### src/rtl/regfile_dump_reader_if.sv
// Output stream of the register-file dump reader: one register value per beat.
// A beat transfers on a rising edge where valid and ready are both 1. Once the master
// raises valid, it holds index, data and last stable until that edge. The slave may
// change ready at any time, and ready never feeds back combinationally into the master.
interface regfile_dump_reader_if;
  logic        valid;
  logic        ready;
  logic [4:0]  index;
  logic [31:0] data;
  logic        last;

  modport master (output valid, output index, output data, output last, input ready);
  modport slave  (input valid, input index, input data, input last, output ready);
endinterface

### src/rtl/regfile_dump_reader.sv
// Post-halt register-file reader: walks FIRST_REG..LAST_REG through an async read port
// and streams each captured value with its index, a last flag and a running XOR checksum.
module regfile_dump_reader #(
  parameter int unsigned FIRST_REG = 0,
  parameter int unsigned LAST_REG  = 31
) (
  input  logic                         clk,
  input  logic                         reset,
  input  logic                         start,
  output logic [4:0]                   rf_addr,
  input  logic [31:0]                  rf_data,
  regfile_dump_reader_if.master        dump,
  output logic                         busy,
  output logic                         done,
  output logic [31:0]                  checksum,
  output logic [1:0]                   dbg_state
);

  typedef enum logic [1:0] {
    S_IDLE = 2'd0,
    S_READ = 2'd1,
    S_HOLD = 2'd2,
    S_DONE = 2'd3
  } state_t;

  localparam logic [4:0] FIRST_IDX = 5'(FIRST_REG);
  localparam logic [4:0] LAST_IDX  = 5'(LAST_REG);

  state_t     state;
  logic [4:0] idx;

  // busy is a registered copy of (state is READ or HOLD), so the read address
  // depends only on registered state and idx.
  assign rf_addr   = busy ? idx : 5'd0;
  assign dbg_state = state;

  always_ff @(posedge clk or posedge reset) begin
    if (reset) begin
      state      <= S_IDLE;
      idx        <= 5'd0;
      dump.valid <= 1'b0;
      dump.index <= 5'd0;
      dump.data  <= 32'd0;
      dump.last  <= 1'b0;
      busy       <= 1'b0;
      done       <= 1'b0;
      checksum   <= 32'd0;
    end else begin
      case (state)
        S_IDLE, S_DONE: begin
          if (start) begin
            state    <= S_READ;
            idx      <= FIRST_IDX;
            checksum <= 32'd0;
            busy     <= 1'b1;
            done     <= 1'b0;
          end
        end
        S_READ: begin
          dump.data  <= rf_data;
          dump.index <= idx;
          dump.last  <= (idx == LAST_IDX);
          dump.valid <= 1'b1;
          state      <= S_HOLD;
        end
        S_HOLD: begin
          // The last word ends the walk, so idx never has to wrap past 31.
          if (dump.ready) begin
            checksum   <= checksum ^ dump.data;
            dump.valid <= 1'b0;
            if (dump.last) begin
              state <= S_DONE;
              busy  <= 1'b0;
              done  <= 1'b1;
            end else begin
              idx   <= idx + 5'd1;
              state <= S_READ;
            end
          end
        end
        default: state <= S_IDLE;
      endcase
    end
  end

endmodule

### src/flat_wrapper.sv
// flat-port wrapper written by rule: the top's interface ports become plain ports
module regfile_dump_reader_flat 
#(
  parameter int unsigned FIRST_REG = 0,
  parameter int unsigned LAST_REG  = 31
)
  (clk, reset, start, rf_addr, rf_data, busy, done, checksum, dbg_state, dump_valid, dump_index, dump_data, dump_last, dump_ready);
  regfile_dump_reader_if dump_i ();
  input  logic clk;
  input  logic reset;
  input  logic start;
  output logic [4:0] rf_addr;
  input  logic [31:0] rf_data;
  output logic busy;
  output logic done;
  output logic [31:0] checksum;
  output logic [1:0] dbg_state;
  output wire logic [$bits(dump_i.valid)-1:0] dump_valid;
  output wire logic [$bits(dump_i.index)-1:0] dump_index;
  output wire logic [$bits(dump_i.data)-1:0] dump_data;
  output wire logic [$bits(dump_i.last)-1:0] dump_last;
  input wire logic [$bits(dump_i.ready)-1:0] dump_ready;
  assign dump_valid = dump_i.valid;
  assign dump_index = dump_i.index;
  assign dump_data = dump_i.data;
  assign dump_last = dump_i.last;
  assign dump_i.ready = dump_ready;
  regfile_dump_reader #(.FIRST_REG(FIRST_REG), .LAST_REG(LAST_REG)) u_core (.clk(clk), .reset(reset), .start(start), .rf_addr(rf_addr), .rf_data(rf_data), .dump(dump_i), .busy(busy), .done(done), .checksum(checksum), .dbg_state(dbg_state));
endmodule
### config.mk
export PLATFORM = sky130hd
export DESIGN_NAME = regfile_dump_reader_flat
export DESIGN_NICKNAME = d
export VERILOG_FILES = /design/src/rtl/regfile_dump_reader_if.sv /design/src/rtl/regfile_dump_reader.sv /design/src/flat_wrapper.sv
export SDC_FILE = /design/constraint.sdc
export NUM_CORES = 1
export LEC_CHECK = 0
export BUFFER_PORTS_ARGS = -buffer_cell sky130_fd_sc_hd__buf_2
export CORE_MARGIN = 2
export CORE_UTILIZATION = 31
export CTS_BUF_LIST = sky130_fd_sc_hd__clkbuf_8
export CTS_CLUSTER_SIZE = 25
export DETAILED_ROUTE_END_ITERATION = 8
export MAX_ROUTING_LAYER = met4
export RECOVER_POWER = 100
export SYNTH_ARGS = -nofsm -noshare
export SYNTH_HDL_FRONTEND = slang
export SYNTH_SLANG_ARGS = --single-unit
### constraint.sdc
create_clock -name clk -period 3.1 [get_ports clk]
set_input_delay 0.62 -clock clk [delete_from_list [all_inputs] [get_ports clk]]
set_output_delay 0.62 -clock clk [all_outputs]
set_load 0.01 [all_outputs]
==> reports/qor.txt <==
RUN STATUS
-------------------------------------------------------------------------------------------------
Result of the run                                                                    finished, violations left
Violations in the final reports                                                      max-capacitance violations, max-slew violations

CTS
-------------------------------------------------------------------------------------------------
Number of sinks handled by clock tree synthesis                                                80
Cell chosen for the clock root                                                       sky130_fd_sc_hd__clkbuf_8
Clock input transition at the sequential cells of the worst setup and hold paths          0.08 ns
Number of setup buffers added after CTS                                                         0
Maximum clock path buffer count                                                                 2
Count of H-tree levels built during CTS                                                         3
Resized Gates After CTS                                                                         0
Worst-skew pair later-pin latency                                                         0.36 ns
Clock tree from TritonCTS                                                                     yes
Hold buffers post-CTS                                                                           0
TritonCTS buffer count                                                                          9

STA
-------------------------------------------------------------------------------------------------
Sum of negative setup slack                                                                  0 ns
Tcrit/Tclk final                                                                            79.0%
Worst hold slack after final layout                                                      0.480 ns
Hold Vio Cnt, Final                                                                             0
Final setup skew                                                                       0.00852 ns
Number of setup violations in the final report                                                  0
Worst-margin pin slew                                                                     1.67 ns
Slew Viols, Final                                                                              39
Maximum operating frequency                                                             0.409 GHz
RSZ-0062 raised after global routing                                                        false
Crit path time final                                                                      2.45 ns
Relative slew slack                                                                        -12.0%
Final WS setup                                                                           0.652 ns

LAYOUT
-------------------------------------------------------------------------------------------------
Fillers                                                                                     1,208
Share of final-layout standard cells stronger than drive strength 1                         22.0%
Post-route cell area                                                                    4660 um^2
Post-layout util                                                                            38.7%
Final Non-Filler Cells                                                                        613
Final layout net count                                                                        483
Ant. Diodes                                                                                     0
Register area                                                                           2000 um^2
Area of combinational cells with multiple inputs                                        1680 um^2
Area grow syn2layout                                                                        21.6%

DIE
-------------------------------------------------------------------------------------------------
Initial core utilization                                                                    31.8%
Die W                                                                                      115 um
Num ports                                                                                     116
Die Ht                                                                                     115 um
Standard cell core area                                                               12,100 um^2
Die Area                                                                              13,300 um^2
Row cnt                                                                                        40

GRT
-------------------------------------------------------------------------------------------------
Wire length of the first global-routing pass                                              14.6 mm
Largest net degree at the start of global routing                                              44
Global router's overall resource usage                                                      14.6%
Vias in the first global route                                                              2,869
Total grt overflow                                                                              0
Number of antenna violations at the first check in global routing                               0

PLACED DESIGN
-------------------------------------------------------------------------------------------------
Placed wire-length estimate                                                               6.27 mm
Total placed instance area                                                              4580 um^2
Worst Setup Slack post-DPL                                                               0.828 ns
Count of port buffers added during placement                                                  115
Weighted congestion at the end of routability-driven global placement                       0.716
Placed cell count                                                                             598

CRITICAL PATH
-------------------------------------------------------------------------------------------------
Cell-by-cell trace of the critical path                                              inv_1, ha_1, clkbuf_2, nand4_1, buf_4, o21ai_0
Sort of element at the end of the critical path                                          register
Largest incremental delay on the critical path                                            0.61 ns
Class of the most critical setup path                                                     reg2reg
Largest fanout on the critical path                                                            24
Critical path launch point type                                                          register
Required time reported for the critical path endpoint                                     3.37 ns
Worst Path Arrival                                                                        2.72 ns
Cell at the slowest stage of the critical path                                       sky130_fd_sc_hd__ha_1

DETAILED ROUTING
-------------------------------------------------------------------------------------------------
Remaining antenna violation count after routing                                                 0
Via count                                                                                   2,952
Starting DRT DRC Count                                                                        128
Routed wire length per instance                                                           14.9 um
Total Routed Length                                                                       9.15 mm
Length of the first detailed-routing pass in iterations                                         4
Number of remaining DRC errors                                                                  0
Vias per cell                                                                                4.82

YOSYS
-------------------------------------------------------------------------------------------------
Syn nets                                                                                      374
Main synth FF type                                                                   sky130_fd_sc_hd__dfrtp_1
Synthesized area per cell                                                               11.6 um^2
EDFF count, synth                                                                               0
Number of distinct library cell variants in the gate-level netlist after synthesis             37
Post-synthesis sequential area ratio                                                        52.2%
Syn Std Cell Area                                                                       3840 um^2
Async S/R FF share, synth                                                                    100%
Number of instances in the synthesized netlist                                                332
Number of storage elements in the synthesis netlist                                            80
Total number of yosys warnings                                                                  0

HOLD PATH
-------------------------------------------------------------------------------------------------
Worst hold path class                                                                      in2reg

PWR
-------------------------------------------------------------------------------------------------
Max IR drop VDD                                                                        0.000457 V
Total power per unit cell area                                                       1060 nW/um^2
Total power consumption of the routed design                                              4.96 mW
Leak pwr                                                                                  2.00 nW

RUN
-------------------------------------------------------------------------------------------------
MaxCap Viol Count                                                                               1

-- cells in the mapped netlist, types with 2 or more instances --
library cell | count | area (um^2)
sky130_fd_sc_hd__buf_6 | 2 | 22.5
sky130_fd_sc_hd__nand2b_1 | 32 | 200
sky130_fd_sc_hd__inv_1 | 6 | 22.5
sky130_fd_sc_hd__nand3_1 | 2 | 10.0
sky130_fd_sc_hd__o21ai_1 | 16 | 80.1
sky130_fd_sc_hd__o21ai_0 | 19 | 95.1
sky130_fd_sc_hd__nor2b_4 | 2 | 27.5
sky130_fd_sc_hd__mux2_2 | 38 | 428
sky130_fd_sc_hd__dfrtp_1 | 80 | 2000
sky130_fd_sc_hd__and3_1 | 2 | 12.5
sky130_fd_sc_hd__nor2b_1 | 33 | 206
sky130_fd_sc_hd__mux2i_1 | 2 | 20.0
sky130_fd_sc_hd__o41ai_1 | 33 | 289
sky130_fd_sc_hd__buf_2 | 10 | 50.1
sky130_fd_sc_hd__clkbuf_2 | 3 | 15.0
sky130_fd_sc_hd__nor2_1 | 2 | 7.51
sky130_fd_sc_hd__nand4_1 | 2 | 12.5
sky130_fd_sc_hd__clkbuf_1 | 10 | 37.5
sky130_fd_sc_hd__ha_1 | 6 | 75.1
sky130_fd_sc_hd__and2_1 | 5 | 31.3
sky130_fd_sc_hd__a21oi_1 | 2 | 10.0
sky130_fd_sc_hd__a22o_1 | 3 | 26.3
sky130_fd_sc_hd__o31ai_1 | 4 | 30.0
sky130_fd_sc_hd__nand2_1 | 5 | 18.8
-- worst max-delay path, delay by kind of cell (launching register included) --
kind | cells | cell delay (ns)
buffers and inverters | 3 | 0.87
DFF | 1 | 0.43
and+or+nand+nor | 1 | 0.23
adders and majority gates | 1 | 0.61
AOI/OAI and AO/OA | 1 | 0.20
-- layer usage --
metal | wire length, um | vias up | GRT usage (%)
li1 | - | 1422 | -
met1 | 4350 | 1440 | 18.8
met2 | 4200 | 78 | 21.9
met3 | 475 | 12 | 4.38
met4 | 122 | 0 | 5.06
met5 | 0 | - | -
-- power by group --
| part | leakage, nW | switching [mW] | internal, mW |
|---|---|---|---|
| clock | 0.117 | 0.370 | 0.489 |
| sequential | 1.03 | 0.428 | 1.51 |
| combinational | 0.858 | 1.24 | 0.920 |
-- cell type report --
type | count | area share (%)
flip-flops and latches | 80 | 42.9
multi-input cells | 221 | 36.1
repair buffers | 123 | 11.2
well taps | 168 | 4.51
clock buffers | 11 | 3.25
clock inverters | 4 | 1.48
inverters | 6 | 0.510
-- registers in the layout (all words and copies together) (netlist names) --
signal	count
u_core.checksum	32
u_core.dump.data	32
u_core.dump.index	5
u_core.idx	5
u_core.dbg_state	2
u_core.busy	1
u_core.done	1
u_core.dump.last	1
u_core.dump.valid	1
-- placed cells by master (no fill, tap or decap), types with 2 or more instances in the layout --
| master | Yosys | final |
|---|---|---|
| sky130_fd_sc_hd__clkbuf_1 | 10 | 82 |
| sky130_fd_sc_hd__dfrtp_1 | 80 | 80 |
| sky130_fd_sc_hd__mux2_2 | 38 | 37 |
| sky130_fd_sc_hd__buf_2 | 10 | 35 |
| sky130_fd_sc_hd__o21ai_0 | 19 | 34 |
| sky130_fd_sc_hd__nor2b_1 | 33 | 33 |
| sky130_fd_sc_hd__o41ai_1 | 33 | 33 |
| sky130_fd_sc_hd__nand2b_1 | 32 | 32 |
| sky130_fd_sc_hd__clkbuf_8 | 0 | 11 |
| sky130_fd_sc_hd__inv_1 | 6 | 6 |
| sky130_fd_sc_hd__ha_1 | 6 | 6 |
| sky130_fd_sc_hd__nand2_1 | 5 | 5 |
| sky130_fd_sc_hd__and2_1 | 5 | 5 |
| sky130_fd_sc_hd__o31ai_1 | 4 | 4 |
| sky130_fd_sc_hd__buf_4 | 0 | 4 |
| sky130_fd_sc_hd__a22o_1 | 3 | 3 |
| sky130_fd_sc_hd__nor2b_4 | 2 | 2 |
| sky130_fd_sc_hd__and3_1 | 2 | 2 |
| sky130_fd_sc_hd__nand4_1 | 2 | 2 |
| sky130_fd_sc_hd__a21oi_1 | 2 | 2 |
| sky130_fd_sc_hd__nand3_1 | 2 | 2 |
| sky130_fd_sc_hd__mux2i_1 | 2 | 2 |
| sky130_fd_sc_hd__bufinv_16 | 0 | 2 |
| sky130_fd_sc_hd__clkbuf_2 | 3 | 2 |
-- logic make-up (layout without fill, tap and decap cells) --
kind of cell    after synthesis  count (layout)  share of synthesized area (%)
simple gates                 92              92                           15.2
fa+ha+maj                     6               6                           1.96
buf+inv                      31             144                           3.85
flops                        80              80                           52.2
compound gates               83              83                           15.2
mux                          40              40                           11.7
-- final timing paths --
kind / cells past startpoint / slack (ns) / to / startpoint
max: 6 / 0.65 / u_core.checksum[26] / u_core.dbg_state[0]
min: 2 / 0.48 / u_core.dump.data[6] / rf_data[6]
max reg2reg: 6 / 0.65 / u_core.checksum[26] / u_core.dbg_state[0]
min reg2reg: 2 / 0.50 / u_core.dump.valid / u_core.dump.valid
max in group asynchronous: 3 / 0.76 / u_core.dump.data[13] / reset
min in group asynchronous: 2 / 0.65 / u_core.checksum[28] / reset
Note: power is estimated with default switching activity, not from simulation.
